`src/rtl/msk_reg_pipe.sv`:
```
// Masked register pipeline: DEPTH handshaked stages carrying W*d-share words.
// Shares are only ever moved as whole words between registers, never combined.
module msk_reg_pipe #(
  parameter int d     = 2,
  parameter int W     = 8,
  parameter int DEPTH = 4
) (
  input  logic                           clk,
  input  logic                           rst,
  input  logic                           clear,
  input  logic                           in_valid,
  output logic                           in_ready,
  input  logic [W*d-1:0]                 in,
  output logic                           out_valid,
  input  logic                           out_ready,
  output logic [W*d-1:0]                 out,
  output logic [$clog2(DEPTH+1)-1:0]     count
);

  localparam int DW = W * d;
  localparam int CW = $clog2(DEPTH + 1);

  logic [DEPTH-1:0]         valid_q, valid_d;
  logic [DEPTH-1:0][DW-1:0] data_q, data_d;
  logic [CW-1:0]            count_q, count_d;

  logic [DEPTH-1:0] ready;
  logic             xfer_in;
  logic             xfer_out;

  // A stage can take a word if it or any later stage is empty, or the output drains.
  always_comb begin : ready_chain
    logic acc;
    acc   = out_ready;
    ready = '0;
    for (int k = DEPTH - 1; k >= 0; k--) begin
      acc      = acc | ~valid_q[k];
      ready[k] = acc;
    end
  end

  assign in_ready = ready[0] & ~clear & ~rst;
  assign xfer_in  = in_valid & in_ready;
  assign xfer_out = valid_q[DEPTH-1] & out_ready & ~clear;

  always_comb begin
    valid_d = valid_q;
    data_d  = data_q;

    if (clear) begin
      valid_d = '0;
    end else begin
      if (ready[0]) valid_d[0] = xfer_in;
      for (int k = 1; k < DEPTH; k++) begin
        if (ready[k]) valid_d[k] = valid_q[k-1];
      end
    end

    // Data only moves when a valid word actually lands, so idle stages keep their contents.
    if (xfer_in) data_d[0] = in;
    for (int k = 1; k < DEPTH; k++) begin
      if (ready[k] && valid_q[k-1] && !clear) data_d[k] = data_q[k-1];
    end
  end

  always_comb begin
    count_d = count_q;
    if (clear) begin
      count_d = '0;
    end else begin
      case ({xfer_in, xfer_out})
        2'b10:   count_d = count_q + CW'(1);
        2'b01:   count_d = count_q - CW'(1);
        default: count_d = count_q;
      endcase
    end
  end

  always_ff @(posedge clk or posedge rst) begin
    if (rst) begin
      valid_q <= '0;
      data_q  <= '0;
      count_q <= '0;
    end else begin
      valid_q <= valid_d;
      data_q  <= data_d;
      count_q <= count_d;
    end
  end

  assign out_valid = valid_q[DEPTH-1];
  assign out       = data_q[DEPTH-1];
  assign count     = count_q;

endmodule

```
`config.mk`:
```
export PLATFORM = sky130hd
export DESIGN_NAME = msk_reg_pipe
export DESIGN_NICKNAME = d
export VERILOG_FILES = /design/src/rtl/msk_reg_pipe.sv
export SDC_FILE = /design/constraint.sdc
export NUM_CORES = 1
export LEC_CHECK = 0
export ABC_AREA = 1
export BUFFER_PORTS_ARGS = -buffer_cell sky130_fd_sc_hd__buf_2
export CORE_ASPECT_RATIO = 1.25
export CORE_MARGIN = 1.5
export CORE_UTILIZATION = 30
export DETAILED_ROUTE_END_ITERATION = 10
export SLEW_MARGIN = 5
export SYNTH_ARGS = -nofsm -noshare
export SYNTH_HDL_FRONTEND = slang
export SYNTH_SLANG_ARGS = --single-unit
export TNS_END_PERCENT = 20
```
`constraint.sdc`:
```
create_clock -name clk -period 2.23 [get_ports clk]
set_input_delay 0.223 -clock clk [delete_from_list [all_inputs] [get_ports clk]]
set_output_delay 0.223 -clock clk [all_outputs]
set_load 0.005 [all_outputs]
```
==> After elaboration in Yosys (flattened, before gate mapping) <==
Cells that the tools add are included.
{ "word_totals": {"ff_bits": 71, "latchBits": 0, "ramBits": 0, "rom_bits": 0, "input_bits": 21, "out_inout_bits": 21, "wordCells": 47, "n_memories": 0} }
{ "classes": {"addsub": 2, "mul": 0, "div": 0, "n_lt_le_gt_ge": 0, "eq_ne": 2, "shifts": 0, "n_mux": 7, "bitwise": 15, "reduce_logical": 12} }
{ "op_table": {"columns": ["op", "n"], "rows": [
  ["2-bit nonzero test", 4],
  ["1-bit logical AND", 6],
  ["1-bit NOT", 6],
  ["3-bit one-hot mux with 2 select lines", 1],
  ["1-bit bitwise AND", 5],
  ["1-bit 2-to-1 mux", 4],
  ["4-bit 2-to-1 mux", 1],
  ["1-bit OR", 4],
  ["3-bit by 1-bit adder with 3-bit output, second input constant", 1],
  ["3-bit 2-to-1 mux", 1],
  ["3-bit nonzero test", 1],
  ["3-bit by 1-bit subtractor with 3-bit output, second input constant", 1],
  ["2-bit by 1-bit == test with 1-bit output, second input constant", 1],
  ["2-bit == test, second input constant", 1],
  ["1-bit zero test", 1]
]} }

==> Longest topological paths before layout <==
{ "depth": {"depth_word": 11, "mapped_depth": 13, "mapped_depth_nobuf": 13} }

==> Least setup slack after synthesis <==
Ideal clock, no wire load.
{ "synth_path": {"kind": "register to register", "startpoint": "register valid_q[3]", "endpoint": "register count_q[2], in the netlist count[2]", "setup_ns": 0.116, "t_arrival_ns": 1.644, "required_ns": 2.114, "path_slack_ns": 0.470, "stages_incl_launch_ff": 14, "n_path_buf": 0, "period_less_slack_ns": 1.760, "cell_sequence": "dfrtp_1 -> inv_1 -> nor2_2 -> nand4_2 -> nand3_4 -> nand2_2 -> inv_1 -> fa_1 -> xnor2_1 -> inv_1 -> nand2_1 -> nand2_1 -> nand2_1 -> nand2_1"} }
{ "synth_between": {"elab_chain_len": 11, "elab_cells_between_ends": 15, "cone_classes": "eq/ne: 2; mux: 2; bitwise: 10; reduce/logical: 1"} }
{ "synth_rtl": {"columns": ["item", "line_no", "rtl"], "rows": [
  ["start: declaration", "23", "logic [DEPTH-1:0] valid_q, valid_d;"],
  ["start signal: assignment", "85", "valid_q <= valid_d;"],
  ["1-bit NOT", "37", "acc = acc | ~valid_q[k];"],
  ["1-bit OR (4 in a row)", "37", null],
  ["1-bit bitwise AND (2 in a row)", "42", "assign in_ready = ready[0] & ~clear & ~rst;"],
  ["1-bit bitwise AND", "43", "assign xfer_in = in_valid & in_ready;"],
  ["2-bit by 1-bit == test with 1-bit output or 2-bit == test (tied branches)", "71", "case ({xfer_in, xfer_out})"],
  ["3-bit one-hot mux with 2 select lines", "71", null],
  ["3-bit 2-to-1 mux", "68", "if (clear) begin"],
  ["end signal: assignment", "87", "count_q <= count_d;"],
  ["end: declaration", "25", "logic [CW-1:0] count_q, count_d;"]
]} }
Several ways; a longest one is shown, not always the timed one.
A chain may end at the register's enable or synchronous reset.

==> Worst setup path after layout <==
{ "layout_path": {"startpoint": "register valid_q[1]", "endpoint": "register count_q[2], in the netlist count[2]"} }
{ "layout_between": {"elab_chain_len": 9, "elab_cells_between_ends": 11, "cone_classes": "eq/ne: 2; mux: 2; bitwise: 6; reduce/logical: 1"} }
{ "layout_rtl": {"columns": ["item", "line_no"], "rows": [
  ["1-bit NOT (*)", "37"],
  ["1-bit OR (*) (2 in a row)", "37"],
  ["1-bit bitwise AND (*) (2 in a row)", "42"],
  ["1-bit bitwise AND (*)", "43"],
  ["2-bit by 1-bit == test with 1-bit output or 2-bit == test (tied branches)", "71"],
  ["3-bit one-hot mux with 2 select lines", "71"],
  ["3-bit 2-to-1 mux", "68"]
]} }
Mark *: on every way between the ends. The rest lies on a longest branch, timed or not.

==> impl_table.tex <==
\begin{tabular}{lr}
\hline
Metric & Value \\
\hline
\multicolumn{2}{l}{\textbf{Run status}} \\
\quad Status & finished, violations left \\
\quad Violations in the final reports & hold timing \\
\multicolumn{2}{l}{\textbf{Critical path}} \\
\quad Total buffers and inverters traversed by the critical path & 2 \\
\quad CP delay by family, top & simple AND/OR/NAND/NOR gates \\
\quad Most used cell, CP & sky130\_fd\_sc\_hd\_\_nand2\_1 \\
\quad Chain of cells forming the critical path & nand4\_2 > nand3\_4 > nand2\_2 > inv\_1 > fa\_1 > xnor2\_1 > inv\_1 > nand2\_1 > nand2\_1 > nand2\_1 > nand2\_1 \\
\quad Crit path launch type & flip-flop \\
\quad Startpoint-to-endpoint class of the critical path & flip-flop to flip-flop \\
\quad CP arrival & 1.99 ns \\
\quad Largest driver fanout on the critical path & 4 \\
\quad Worst Setup End Kind & flip-flop \\
\quad Delay contributed by the slowest stage of the critical path & approximately 0.43 ns \\
\quad Required time of the critical path & 2.45 ns \\
\quad Slowest cell on the critical path & sky130\_fd\_sc\_hd\_\_dfrtp\_1 \\
\multicolumn{2}{l}{\textbf{STA}} \\
\quad Summed negative setup slack over all endpoints & 0 ns \\
\quad Tmin final & $\sim$1.8 ns \\
\quad Final hold violation count & 1 \\
\quad Headroom to the max-slew limit & 0.6408 \\
\quad Highest Clock Rate & around 560 MHz \\
\quad Number of pins with negative max-slew slack in the final report & 0 \\
\quad Hold slack & -0.0005095 ns \\
\quad RSZ-0062 raised after global routing & false \\
\quad Worst clock skew & 0.005596 ns \\
\quad Setup violation total in the final timing report & 0 \\
\quad Period Utilization, post-route & 0.7948 \\
\quad Slew @ Worst Pin & between 0.5 and 0.6 ns \\
\multicolumn{2}{l}{\textbf{Min path}} \\
\quad Hold WC Path Type & primary input to asynchronous set/reset pin \\
\multicolumn{2}{l}{\textbf{Logic synthesis}} \\
\quad Flops \& latches, synth & just over 70 \\
\quad Synthesized cell area & 3053 µm² \\
\quad Synth Area in Compound Gates & 0.1352 \\
\quad Proportion of synthesized chip area in sequential cells & 0.5820 \\
\quad Post-Syn Instances & approximately 300 \\
\quad Syn\_nets & 328 \\
\quad Adder and majority gate portion of the synthesized area & 0.006557 \\
\quad Synthesis Warnings & 0 \\
\quad Average size of a mapped cell & 9.977 µm² \\
\quad Share of cell area taken by muxes after synthesis & 0 \\
\quad Xor-xnor portion of the synthesized cell area & 0.002869 \\
\quad Dominant combinational cell family by area after synthesis & simple AND/OR/NAND/NOR gates \\
\quad Cell variety after synth & 24 \\
\quad Fraction of the mapped netlist area in simple logic gates & 0.1434 \\
\multicolumn{2}{l}{\textbf{Floorplan}} \\
\quad Placement row count & 41 \\
\quad IO Count & 42 \\
\quad Area of the die & around 11000 µm² \\
\quad Initial cell density of the core & 0.3052 \\
\quad DIE HEIGHT & approximately 120 µm \\
\quad Core Area & around 10000 µm² \\
\quad Horiz. Die Dim & 93.23 µm \\
\multicolumn{2}{l}{\textbf{Route}} \\
\quad Detailed Route Iter0 Violations & approximately 120 \\
\quad Number of detailed-route iterations in the first pass & 5 \\
\quad Via count of the routed design & between 1500 and 2000 \\
\quad Post-DR vias/cell & 4.071 \\
\quad Number of remaining DRC errors & 0 \\
\quad Routed length per instance & roughly 10 µm \\
\quad Remaining number of nets flagged by the antenna check after routing & 0 \\
\quad Final routed wirelength across all metal layers & about 4.7 mm \\
\multicolumn{2}{l}{\textbf{Layout}} \\
\quad Most frequent cells in the layout & sky130\_fd\_sc\_hd\_\_dfrtp\_1, sky130\_fd\_sc\_hd\_\_nand2\_1, sky130\_fd\_sc\_hd\_\_buf\_2 \\
\quad Area growth from synthesis to layout & 14.02\% \\
\quad Count of placed standard cells in the final layout, fillers left out & 465 \\
\quad Leading cell type in the layout, fill and taps excluded & sky130\_fd\_sc\_hd\_\_dfrtp\_1 \\
\quad Fill count & $\sim$1000 \\
\quad Diode count & 0 \\
\quad Fraction of layout instances using a drive strength above 1 & 0.2738 \\
\quad Fin nets & approximately 350 \\
\multicolumn{2}{l}{\textbf{Placement}} \\
\quad GPL Wtd Cong & 0.7208 \\
\quad Post-DP HPWL & $\sim$3.3 mm \\
\quad Cell count after placement & about 450 \\
\quad Number of port buffers & slightly above 40 \\
\multicolumn{2}{l}{\textbf{CTS}} \\
\quad Clock input transition at the sequential cells of the worst setup and hold paths & about 0.05 ns \\
\quad Later-pin clock latency in the skew report & between 0.3 and 0.4 ns \\
\quad Clock tree root driver cell & sky130\_fd\_sc\_hd\_\_clkbuf\_16 \\
\quad \# Post-CTS Setup Buffers & 0 \\
\quad Number of gates resized after cts & 0 \\
\quad Number of buffers inserted during clock tree synthesis & 9 \\
\quad Hold buffer count at CTS & 0 \\
\quad TritonCTS clock tree & done \\
\quad CTS sink count & 71 \\
\quad Deepest clock path buffer count & 2 \\
\quad CTS H-tree lvls & 3 \\
\multicolumn{2}{l}{\textbf{Global routing}} \\
\quad Aggregate global-route resource usage & 0.09786 \\
\quad Number of antenna violations at the first check in global routing & 0 \\
\quad Global-route wire length before repair & about 8 mm \\
\quad Via count of the first global-routing pass & about 1800 \\
\quad Maximum number of pins on one net before global-route repair & between 70 and 80 \\
\quad Global route overflow & 0 \\
\multicolumn{2}{l}{\textbf{Pwr}} \\
\quad Cell Pwr Density & between 900 and 1000 nW/µm² \\
\quad Reported leakage power & 1.804 nW \\
\quad Worst VDD drop & approximately 0.00039 V \\
\multicolumn{2}{l}{\textbf{Run}} \\
\quad MaxCap Viol Count & 0 \\
\hline
\end{tabular}
[power by group]
group | switching (mW) | internal, mW
Clock | 0.486 | 0.804
Combinational | 0.272 | 0.221
Sequential | 0.114 | 1.57
Total | 0.872 | 2.60
[worst paths after layout]
path,to,start,cells past startpoint,slack [ns]
min in group clk,data_q[6],in[6],3,0.14
worst min-delay path,data_q[46],rst,3,-0.0005
worst min register to register,out[3],out[3],2,0.47
worst max-delay path,count[2],valid_q[1],11,0.46
max in group asynchronous,data_q[41],rst,3,1.93
worst max register to register,count[2],valid_q[1],11,0.46
[final cells by class]
class,count,area (µm²),share of cell area
clock inverter,4,20.02,0.005751
inverter,41,153.9,0.04421
tap,129,161.4,0.04637
timing repair buffer,43,232.7,0.06686
sequential,71,1777,0.5104
clock buffer,12,256.5,0.07369
multi-input combinational,165,879.6,0.2527
[cells in the mapped netlist, drive strengths merged]
cell,n,area share
clkbuf,1,0.0012
nand2,47,0.060
buf,28,0.078
a21oi,34,0.078
o21ai,35,0.057
nand3b,1,0.0025
xnor2,1,0.0029
dfrtp,71,0.58
nand4,2,0.0061
nor2,38,0.053
nand3,6,0.021
inv,41,0.050
fa,1,0.0066
[worst register-to-register path: cells and delay by family, from the launching register on]
kind / cells / cell delay, ns
and+or+nand+nor: 7 / 0.53
adders and majority gates: 1 / 0.37
xor gates and xnor gates: 1 / 0.21
buffers and inverters: 2 / 0.11
DFF: 1 / 0.43
[metrics by stage]
step           utilization  worst slack, ns  instance area, µm²  hold WS [ns]  total power [mW]
2_1_floorplan            -           0.2104                3053        0.3749             2.138
3_3_place_gp        0.3203           0.5171                3204        0.3753             2.189
3_5_place_dp        0.3203           0.4518                3204        0.3767             2.215
4_1_cts             0.3480           0.4380                3481       0.02211             3.524
5_1_grt             0.3480           0.2625                3481       0.04698             3.693
6_report            0.3480           0.4576                3481    -0.0005095             3.469
[cells by family after synthesis]
logic type	count (synthesis)
simple gates	94
flops	71
buf+inv	70
compound gates	69
xor+xnor	1
fa+ha+maj	1
[state kept, by name, indices dropped and copies added, names as in the netlist]
name,cells
count,3
data_q,48
out,16
valid_q,4
[metal layers]
metal | GRT usage | up-vias | wire, µm
met5 | 0 | - | 0
met4 | 0.07879 | 0 | 169
met3 | 0.02231 | 11 | 134
met2 | 0.1459 | 35 | 2023
met1 | 0.1211 | 853 | 2390
li1 | - | 994 | -
Note: power is estimated with default switching activity, not from simulation.
